`src/rtl/pps_error_formatter_pkg.sv`:
```
// Shared definitions for the PPS line-formatting stages: ASCII constants and
// the 2-bit state encodings used by the serialising FSMs.
package pps_error_formatter_pkg;

  localparam logic [7:0] ASC_PLUS    = 8'h2B;
  localparam logic [7:0] ASC_MINUS   = 8'h2D;
  localparam logic [7:0] ASC_CR      = 8'h0D;
  localparam logic [7:0] ASC_LF      = 8'h0A;
  localparam logic [7:0] ASC_ZERO    = 8'h30;
  localparam logic [7:0] ASC_UPPER_A = 8'h41;
  localparam logic [7:0] ASC_LOWER_A = 8'h61;

  localparam logic [1:0] ST_IDLE = 2'd0;
  localparam logic [1:0] ST_SEND = 2'd1;
  localparam logic [1:0] ST_GAP  = 2'd2;

endpackage

```
`src/rtl/pps_error_formatter_nibble_to_ascii.sv`:
```
// Combinational hex-digit encoder: one 4-bit nibble to its ASCII character.
module nibble_to_ascii
  import pps_error_formatter_pkg::*;
#(
  parameter bit UPPERCASE = 1'b1
) (
  input  logic [3:0] i_nibble,
  output logic [7:0] o_ascii
);

  localparam logic [7:0] LETTER_BASE = UPPERCASE ? ASC_UPPER_A : ASC_LOWER_A;

  always_comb begin
    if (i_nibble < 4'd10) begin
      o_ascii = ASC_ZERO + {4'd0, i_nibble};
    end else begin
      o_ascii = LETTER_BASE + {4'd0, i_nibble} - 8'd10;
    end
  end

endmodule

```
`src/rtl/pps_error_formatter.sv`:
```
// Latches one signed PPS error sample per strobe and streams it to txuart as a
// fixed-width ASCII record: sign, zero-padded hex magnitude, end-of-line.
module pps_error_formatter
  import pps_error_formatter_pkg::*;
#(
  parameter int WIDTH     = 32,
  parameter bit UPPERCASE = 1'b1,
  parameter bit EOL_CRLF  = 1'b1
) (
  input  logic             clk,
  input  logic             reset,
  input  logic             i_stb,
  input  logic [WIDTH-1:0] i_error,
  output logic             o_tx_stb,
  output logic [7:0]       o_tx_data,
  input  logic             i_tx_busy,
  output logic             o_busy,
  output logic             o_overrun
);

  localparam int NDIGITS = WIDTH / 4;
  localparam int NCHARS  = 1 + NDIGITS + (EOL_CRLF ? 2 : 1);
  localparam int IDXW    = $clog2(NCHARS + 1);

  localparam logic [IDXW-1:0] LAST_IDX  = IDXW'(NCHARS - 1);
  localparam logic [IDXW-1:0] LAST_DIG  = IDXW'(NDIGITS);
  localparam logic [IDXW-1:0] FIRST_EOL = IDXW'(NDIGITS + 1);

  logic [1:0]       state_q, state_d;
  logic [IDXW-1:0]  idx_q, idx_d;
  logic             sign_q, sign_d;
  logic [WIDTH-1:0] mag_q, mag_d;
  logic             tx_stb_q, tx_stb_d;
  logic [7:0]       tx_data_q, tx_data_d;
  logic             busy_q, busy_d;
  logic             overrun_q, overrun_d;

  logic [7:0]       digit_ascii;
  logic [7:0]       cur_char;
  logic             is_digit;

  // The magnitude register shifts left after each digit, so its top nibble is
  // always the next digit to send.
  nibble_to_ascii #(
    .UPPERCASE (UPPERCASE)
  ) u_nibble_to_ascii (
    .i_nibble (mag_q[WIDTH-1 -: 4]),
    .o_ascii  (digit_ascii)
  );

  assign is_digit = (idx_q != '0) && (idx_q <= LAST_DIG);

  always_comb begin
    cur_char = digit_ascii;
    if (idx_q == '0) begin
      cur_char = sign_q ? ASC_MINUS : ASC_PLUS;
    end else if (idx_q > LAST_DIG) begin
      cur_char = (EOL_CRLF && (idx_q == FIRST_EOL)) ? ASC_CR : ASC_LF;
    end
  end

  always_comb begin
    // NOTE: every *_d starts from its *_q so no path through this block can
    // leave a variable unassigned and infer a latch.
    state_d   = state_q;
    idx_d     = idx_q;
    sign_d    = sign_q;
    mag_d     = mag_q;
    tx_stb_d  = tx_stb_q;
    tx_data_d = tx_data_q;
    busy_d    = busy_q;
    overrun_d = overrun_q;

    if (i_stb && busy_q) begin
      overrun_d = 1'b1;
    end

    case (state_q)
      ST_IDLE: begin
        if (i_stb) begin
          sign_d    = i_error[WIDTH-1];
          // Two's-complement negate; the most-negative input maps onto itself,
          // which read as unsigned is exactly its magnitude.
          mag_d     = i_error[WIDTH-1] ? -i_error : i_error;
          idx_d     = '0;
          busy_d    = 1'b1;
          tx_stb_d  = 1'b1;
          tx_data_d = i_error[WIDTH-1] ? ASC_MINUS : ASC_PLUS;
          state_d   = ST_SEND;
        end
      end
      ST_SEND: begin
        if (!i_tx_busy) begin
          tx_stb_d = 1'b0;
          if (is_digit) begin
            mag_d = mag_q << 4;
          end
          if (idx_q == LAST_IDX) begin
            idx_d   = '0;
            busy_d  = 1'b0;
            state_d = ST_IDLE;
          end else begin
            idx_d   = idx_q + 1'b1;
            state_d = ST_GAP;
          end
        end
      end
      ST_GAP: begin
        tx_stb_d  = 1'b1;
        tx_data_d = cur_char;
        state_d   = ST_SEND;
      end
      default: begin
        state_d = ST_IDLE;
      end
    endcase
  end

  // NOTE: state registers use non-blocking assignments so every flop samples
  // the pre-edge values computed above, independent of statement order.
  always_ff @(posedge clk) begin
    if (reset) begin
      state_q   <= ST_IDLE;
      idx_q     <= '0;
      sign_q    <= 1'b0;
      mag_q     <= '0;
      tx_stb_q  <= 1'b0;
      tx_data_q <= 8'h00;
      busy_q    <= 1'b0;
      overrun_q <= 1'b0;
    end else begin
      state_q   <= state_d;
      idx_q     <= idx_d;
      sign_q    <= sign_d;
      mag_q     <= mag_d;
      tx_stb_q  <= tx_stb_d;
      tx_data_q <= tx_data_d;
      busy_q    <= busy_d;
      overrun_q <= overrun_d;
    end
  end

  assign o_tx_stb  = tx_stb_q;
  assign o_tx_data = tx_data_q;
  assign o_busy    = busy_q;
  assign o_overrun = overrun_q;

endmodule

```
`config.mk`:
```
export PLATFORM = sky130hd
export DESIGN_NAME = pps_error_formatter
export DESIGN_NICKNAME = d
export VERILOG_FILES = /design/src/rtl/pps_error_formatter_pkg.sv /design/src/rtl/pps_error_formatter_nibble_to_ascii.sv /design/src/rtl/pps_error_formatter.sv
export SDC_FILE = /design/constraint.sdc
export NUM_CORES = 1
export LEC_CHECK = 0
export ABC_CLOCK_PERIOD_IN_PS = 2940
export CAP_MARGIN = 15
export CORE_ASPECT_RATIO = 1.25
export CORE_MARGIN = 4
export CORE_UTILIZATION = 40
export CTS_CLUSTER_DIAMETER = 30
export DETAILED_ROUTE_END_ITERATION = 8
export GPL_ROUTABILITY_DRIVEN = 0
export PLACE_DENSITY_LB_ADDON = 0.1
export SYNTH_ARGS = -nofsm -noshare
export SYNTH_HDL_FRONTEND = slang
export SYNTH_SLANG_ARGS = --single-unit
```
`constraint.sdc`:
```
create_clock -name clk -period 2.94 [get_ports clk]
set_clock_uncertainty 0.1 [all_clocks]
set_input_delay 0.294 -clock clk [delete_from_list [all_inputs] [get_ports clk]]
set_output_delay 0.294 -clock clk [all_outputs]
set_load 0.05 [all_outputs]
```
==> key figures, run 1 <==
GRT
  – Maximum number of pins on one net before global-route repair: 43
  – First-pass GRT wire length: 13100 µm
  – Initial antenna violation count: 0
  – Vias in the first global route: 2703
  – Congestion Overflow GR: 0
  – Gr usage total: 17.8%

Floorplan
  – Die ar.: 8930 µm²
  – Die H: 105 µm
  – Starting Density: 40.9%
  – Core ar.: 7310 µm²
  – # IOs: 47
  – Die W: 85.3 µm
  – Row count: 35

Layout
  – Most common cell after layout, fill and taps aside: nor2_1
  – Share of layout cells above drive strength 1: 11.6%
  – Fin area: 3730 µm²
  – Diode count: 0
  – # fillers: 741
  – Most frequent cells in the layout: nor2_1 (54), dfxtp_1 (49), clkdlybuf4s50_1 (45)
  – Area delta synth->final: 24.7%
  – # nets final: 478
  – Finished Core Util: 51.0%

Drt
  – Residual DRC: 0
  – DR iter-0 viols: 133
  – Length of routed met2 wiring: 3790 µm
  – Detailed Route WL: 7810 µm
  – Via count of the routed design: 2914
  – ANT nets after route: 0
  – Highest Signal Layer: met4
  – Met3 wire length: 340 µm
  – WL per Instance: 14.7 µm
  – Drt first pass iters: 4
  – Vias per std cell: 5.47
  – DRT met1 WL: 3580 µm

Clock tree
  – Clk_lat worst skew: 300 ps
  – CTS sink cnt: 49
  – CTS max path bufs: 2
  – # Post-CTS Setup Buffers: 0
  – Hold buffer count at CTS: 0
  – Reg clk slew, reported paths: 80 ps
  – Total CTS buffers: 5
  – H-Tree Depth: 2
  – Post-CTS Resized: 0
  – CTS tree: done
  – Root buffer cell: clkbuf_8

Setup path
  – CP Cell Sequence: clkdlybuf4s50_1 -> inv_1 -> ha_1 -> or3b_2 -> or4_1 -> or2_2 -> o21ai_0 -> xor2_1 -> a211oi_1
  – Crit-path max FO: 5
  – Critical path endpoint category: flop
  – Worst EP required: 3060 ps
  – Max incr delay on CP: 520 ps
  – Setup Crit Path Kind: in -> reg
  – Critical Path Start Type: input pin
  – Arr. time, crit path: 2820 ps
  – Slowest-stage cell, CP: or4_1

Timing
  – Count of final setup violators: 0
  – Slew Limit Fails: 0
  – Final min period: 2700 ps
  – Slew @ Worst Pin: 655 ps
  – Hold slack final: 364 ps
  – Final Hold Fails: 0
  – RSZ-0062 raised after global routing: false
  – Final setup TNS: 0 ps
  – Rel. slew slack: 55.9%
  – Fin crit share: 91.7%
  – Maximum clock rate: 371 MHz

Pwr
  – Combinational fraction of design power: 28.2%
  – Flop pwr share: 47.5%
  – Clock power frac: 24.3%
  – Switching power share of the total: 32.0%
  – Total power: 1.59 mW
  – Pwr per Cell Area: 428 nW/µm²
  – Max VDD drop: 0.233 mV
  – Internal power: 1.08 mW
  – Leak pwr: 1.37 nW
  – P_sw: 0.510 mW

Logic synthesis
  – Syn Nets: 427
  – Synthesized flop and latch total: 49
  – Synth warnings: 0
  – Synth Area per Inst: 7.68 µm²
  – Most area-hungry cell type in the Yosys netlist: dfxtp_1
  – Synth top area share: 32.8%
  – Netlist cell types: 54
  – Main flop type after synthesis: dfxtp_1
  – Register area share after synthesis: 32.8%
  – Top cells by area, synth: dfxtp_1 (33%), a21oi_1 (7.0%), nor2_1 (6.8%), xor2_1 (5.0%), nand2_1 (4.0%)
  – Number of enable flip-flop cells after synthesis: 0
  – Mapped Area: 2990 µm²
  – Ys async rst share: 0%
  – Mapped Cells: 389

Hold path
  – Hold Crit Class: reg -> reg

Job
  – Max cap viols: 0

Placement
  – Hpwl dp: 5910 µm
  – # port buffers: 45
  – Placed cell area: 3650 µm²

Status
  – Status: finished, final reports clean
final timing paths:
path	startpoint	end	slack [ps]	depth (start not counted)
max reg2reg	idx_q[1]	mag_q[20]	660	7
min	mag_q[3]	mag_q[3]	360	2
max	i_error[1]	mag_q[20]	240	9
min reg2reg	mag_q[3]	mag_q[3]	360	2
area by class of cell:
type | count | area, µm² | share of cell area, %
clock buffers | 8 | 80.1 | 2.15
inverters | 7 | 26.3 | 0.705
multi-input cells | 303 | 1860 | 49.8
flip-flops and latches | 49 | 981 | 26.3
well taps | 92 | 115 | 3.09
repair buffers | 74 | 668 | 17.9
worst max-delay path: cells and delay by family:
kind            cells  cell delay, ps
buf+inv             2             540
xor+xnor            1              90
compound gates      2             410
simple gates        3            1340
fa+ha+maj           1             150
cell usage after synthesis (2+ instances only):
library cell	number
a2111oi_0	2
a211o_1	3
a211oi_1	12
a21o_1	2
a21oi_1	42
a221oi_1	3
a22oi_1	3
a311oi_1	2
a31o_2	2
a31oi_1	3
and3_1	2
clkbuf_1	26
dfxtp_1	49
ha_1	2
inv_1	7
nand2_1	32
nand2b_1	8
nand3_1	5
nor2_1	54
nor3_1	7
nor4_1	2
o21ai_0	21
o21ai_1	4
o21bai_1	3
o22ai_1	2
o31ai_1	8
o41ai_1	4
o41ai_2	2
or2_2	4
or3_1	13
or3b_2	2
or4_1	9
or4_4	2
xnor2_1	11
xor2_1	17
cells by family (layout without fill, tap and decap cells):
logic type | after synthesis | in the layout | synth area share, %
AOI/OAI and AO/OA | 127 | 127 | 29.1
xor gates and xnor gates | 28 | 28 | 8.20
adders and majority gates | 2 | 2 | 0.837
buffers and inverters | 37 | 89 | 5.06
DFF | 49 | 49 | 32.8
muxes | 1 | 1 | 0.335
other | 1 | 1 | 0.125
and+or+nand+nor | 144 | 144 | 23.5
stage by stage:
step | setup WS [ps] | instances
6_report | 244 | 533
5_1_grt | 73.8 | 533
4_1_cts | 244 | 533
3_5_place_dp | -67.1 | 525
3_3_place_gp | -0.666 | 525
2_1_floorplan | 432 | 389
power by group through the flow:
stage          sequential (mW)  clock [mW]  combinational (mW)
5_1_grt                  0.764       0.426               0.499
3_5_place_dp             0.772           0               0.451
3_3_place_gp             0.770           0               0.447
4_1_cts                  0.757       0.399               0.452
6_report                 0.757       0.388               0.449
2_1_floorplan            0.796           0               0.250
state kept, by name (all words and copies together), names as in the netlist:
| signal | cells |
|---|---|
| mag_q | 32 |
| o_busy | 1 |
| state_q | 2 |
| idx_q | 4 |
| sign_q | 1 |
| o_tx_data | 7 |
| o_tx_stb | 1 |
| o_overrun | 1 |
layer usage:
layer / global-route usage (%) / vias up
li1: - / 1506
met4: 5.54 / 0
met3: 2.52 / 8
met5: 0 / -
met2: 29.8 / 68
met1: 23.4 / 1332
Note: power is estimated with default switching activity, not from simulation.
==> run 2: changes to the inputs <==
--- a/config.mk
+++ b/config.mk
@@ -9,7 +9,7 @@
 export CAP_MARGIN = 15
 export CORE_ASPECT_RATIO = 1.25
 export CORE_MARGIN = 4
-export CORE_UTILIZATION = 40
+export CORE_UTILIZATION = 54
 export CTS_CLUSTER_DIAMETER = 30
 export DETAILED_ROUTE_END_ITERATION = 8
 export GPL_ROUTABILITY_DRIVEN = 0
@@ -17,3 +17,4 @@
 export SYNTH_ARGS = -nofsm -noshare
 export SYNTH_HDL_FRONTEND = slang
 export SYNTH_SLANG_ARGS = --single-unit
+export TNS_END_PERCENT = 50
==> run 2 against run 1 <==
  * Global-route usage is 5.0 points higher
  * Critical path depth fell by 2
  * Routed wire length decreased by 5.3%
  * Sequential cell count is the same
  * Highest routed layer unchanged
  * Final area decreased by 0.67%
  * Sequential power is essentially flat
  * Die area down 24%
  * Non-clock buffer count grew 1
  * Via count grew 2.2%
  * First-iteration DRC count is 13% higher
==> key figures, run 2 (same netlist as run 1, synthesis figures left out) <==
Timing
  – Slew @ Worst Pin: 664 ps (+8.29 ps)
  – Fin crit share: 92.5% (+0.81 points)
  – Maximum clock rate: 368 MHz (-0.87%)
  – RSZ-0062 raised after global routing: false
  – Rel. slew slack: 55.8% (-0.091 points)
  – Hold slack final: 362 ps (-2.28 ps)
  – Final Hold Fails: 0 (unchanged)
  – Slew Limit Fails: 0 (unchanged)
  – Final setup TNS: 0 ps (unchanged)
  – Final setup margin: 220 ps (-23.8 ps)
  – Count of final setup violators: 0 (unchanged)
  – Final min period: 2720 ps (+23.8 ps)

Setup path
  – Crit-path max FO: 7 (+2)
  – Worst EP required: 3090 ps (+30 ps)
  – Arr. time, crit path: 2870 ps (+50 ps)
  – Critical Path Start Type: input pin
  – Critical path endpoint category: flop
  – Setup Crit Path Kind: in -> reg

Floorplan
  – Core ar.: 5410 µm² (-26%)
  – Die H: 91.2 µm (-13%)
  – Die W: 74.5 µm (-13%)
  – # IOs: 47 (unchanged)
  – Row count: 30 (-14%)
  – Die ar.: 6800 µm² (-24%)
  – Starting Density: 55.3% (+14 points)

GRT
  – Congestion Overflow GR: 0 (unchanged)
  – First-pass GRT wire length: 12500 µm (-4.2%)
  – Vias in the first global route: 2712 (+0.33%)
  – Layer with the highest usage: met2
  – Gr usage total: 22.9% (+5.0 points)
  – Routing usage on met1: 30.6% (+7.2 points)
  – Initial antenna violation count: 0 (unchanged)
  – Maximum number of pins on one net before global-route repair: 49 (+14%)
  – Grt met3 use: 4.21% (+1.7 points)
  – Met2 Usage GRT: 35.8% (+5.9 points)

Layout
  – Largest register FFs: 32 (unchanged)
  – # nets final: 479 (+0.21%)
  – Area delta synth->final: 23.9%
  – Finished Layout Cells: 506 (-5.1%)
  – Most flop-heavy register: mag_q
  – Most frequent cells in the layout: nor2_1 (54), dfxtp_1 (49), clkdlybuf4s50_1 (45)
  – Most common cell after layout, fill and taps aside: nor2_1
  – Share of layout cells above drive strength 1: 12.2% (+0.65 points)
  – Diode count: 0 (unchanged)

Clock tree
  – Clk_lat worst skew: 300 ps (about the same)
  – CTS tree: done
  – CTS max path bufs: 2 (unchanged)
  – Root buffer cell: clkbuf_8
  – CTS sink cnt: 49 (unchanged)
  – Reg clk slew, reported paths: 90 ps (about the same)
  – Total CTS buffers: 5 (unchanged)
  – Hold buffer count at CTS: 0 (unchanged)
  – # Post-CTS Setup Buffers: 0 (unchanged)
  – H-Tree Depth: 2 (unchanged)
  – Post-CTS Resized: 0 (unchanged)

Pwr
  – Leak pwr: 1.38 nW (+0.80%)
  – Flop pwr share: 47.5% (about the same)
  – Pwr per Cell Area: 431 nW/µm² (+0.77%)
  – Combinational fraction of design power: 28.2% (about the same)
  – Switching power share of the total: 32.1% (+0.13 points)
  – Clock power frac: 24.3% (about the same)
  – P_sw: 0.512 mW (+0.50%)
  – Max VDD drop: 0.201 mV (-14%)
  – Internal power: 1.08 mW (about the same)

Drt
  – Drt first pass iters: 5 (+1)
  – Detailed Route WL: 7400 µm (-5.3%)
  – Vias per std cell: 5.89 (+7.7%)
  – Via count of the routed design: 2979 (+2.2%)
  – ANT nets after route: 0 (unchanged)
  – Residual DRC: 0 (unchanged)
  – DR iter-0 viols: 150 (+13%)
  – WL per Instance: 14.6 µm (-0.23%)

Placement
  – Hpwl dp: 5550 µm (-6.0%)
  – Pre-CTS setup slack: -66.9 ps (+0.201 ps)
  – # placed instances: 498 (-5.1%)
  – # port buffers: 45 (unchanged)

Hold path
  – Hold Crit Class: reg -> reg

Status
  – Status: finished, final reports clean

Job
  – Max cap viols: 0 (unchanged)
-- run 2: changes by cell type in the layout (fill, tap and decap cells not counted) --
cell	previous run	this run
clkinv_2	0	2
clkbuf_1	3	1
buf_4	29	30
-- run 2: power groups by stage --
stage / combinational, mW / sequential, mW / clock (mW)
after floorplan: 0.250 / 0.796 / 0
after global placement: 0.442 / 0.770 / 0
after detailed placement: 0.449 / 0.772 / 0
after CTS: 0.451 / 0.757 / 0.395
after global routing: 0.499 / 0.764 / 0.426
final: 0.450 / 0.757 / 0.388
-- run 2: cell type report --
type                       instances  area (µm²)
inverter                           7        26.3
timing repair buffer              75         676
multi-input combinational        303        1860
sequential                        49         981
clock inverter                     2        10.0
tap                               64        80.1
clock buffer                       6        72.6
fill                             477        1700
-- run 2: worst paths after layout --
check             startpoint         to  slack (ps)  cells after the start
hold reg to reg    mag_q[15]  mag_q[15]         360                      2
setup / recovery  i_error[6]  mag_q[19]         220                      7
hold / removal     mag_q[15]  mag_q[15]         360                      2
setup reg to reg    idx_q[1]  mag_q[13]         490                      6
-- run 2: worst max-delay path, cell delays in order --
cell             delay (ps)
clkdlybuf4s50_1         410
or4_1                   650
or4_4                   590
o21ai_0                 220
xor2_1                   90
a2111oi_0               450
a31o_2                  170
-- run 2: through the flow --
stage / cell area (µm²) / utilization [%] / power [mW]
after detailed placement: 3620 / 67.0 / 1.22
after global placement: 3620 / 67.0 / 1.21
after CTS: 3700 / 68.5 / 1.60
final: 3700 / 68.5 / 1.60
after floorplan: 2990 / - / 1.05
after global routing: 3700 / 68.5 / 1.69
-- run 2: layer usage --
layer	part of all wire [%]	wire length, µm	vias to the layer above
li1	-	-	1517
met1	43	3200	1351
met2	49	3650	95
met3	5.0	370	16
met4	2.5	182	0
met5	0	0	-
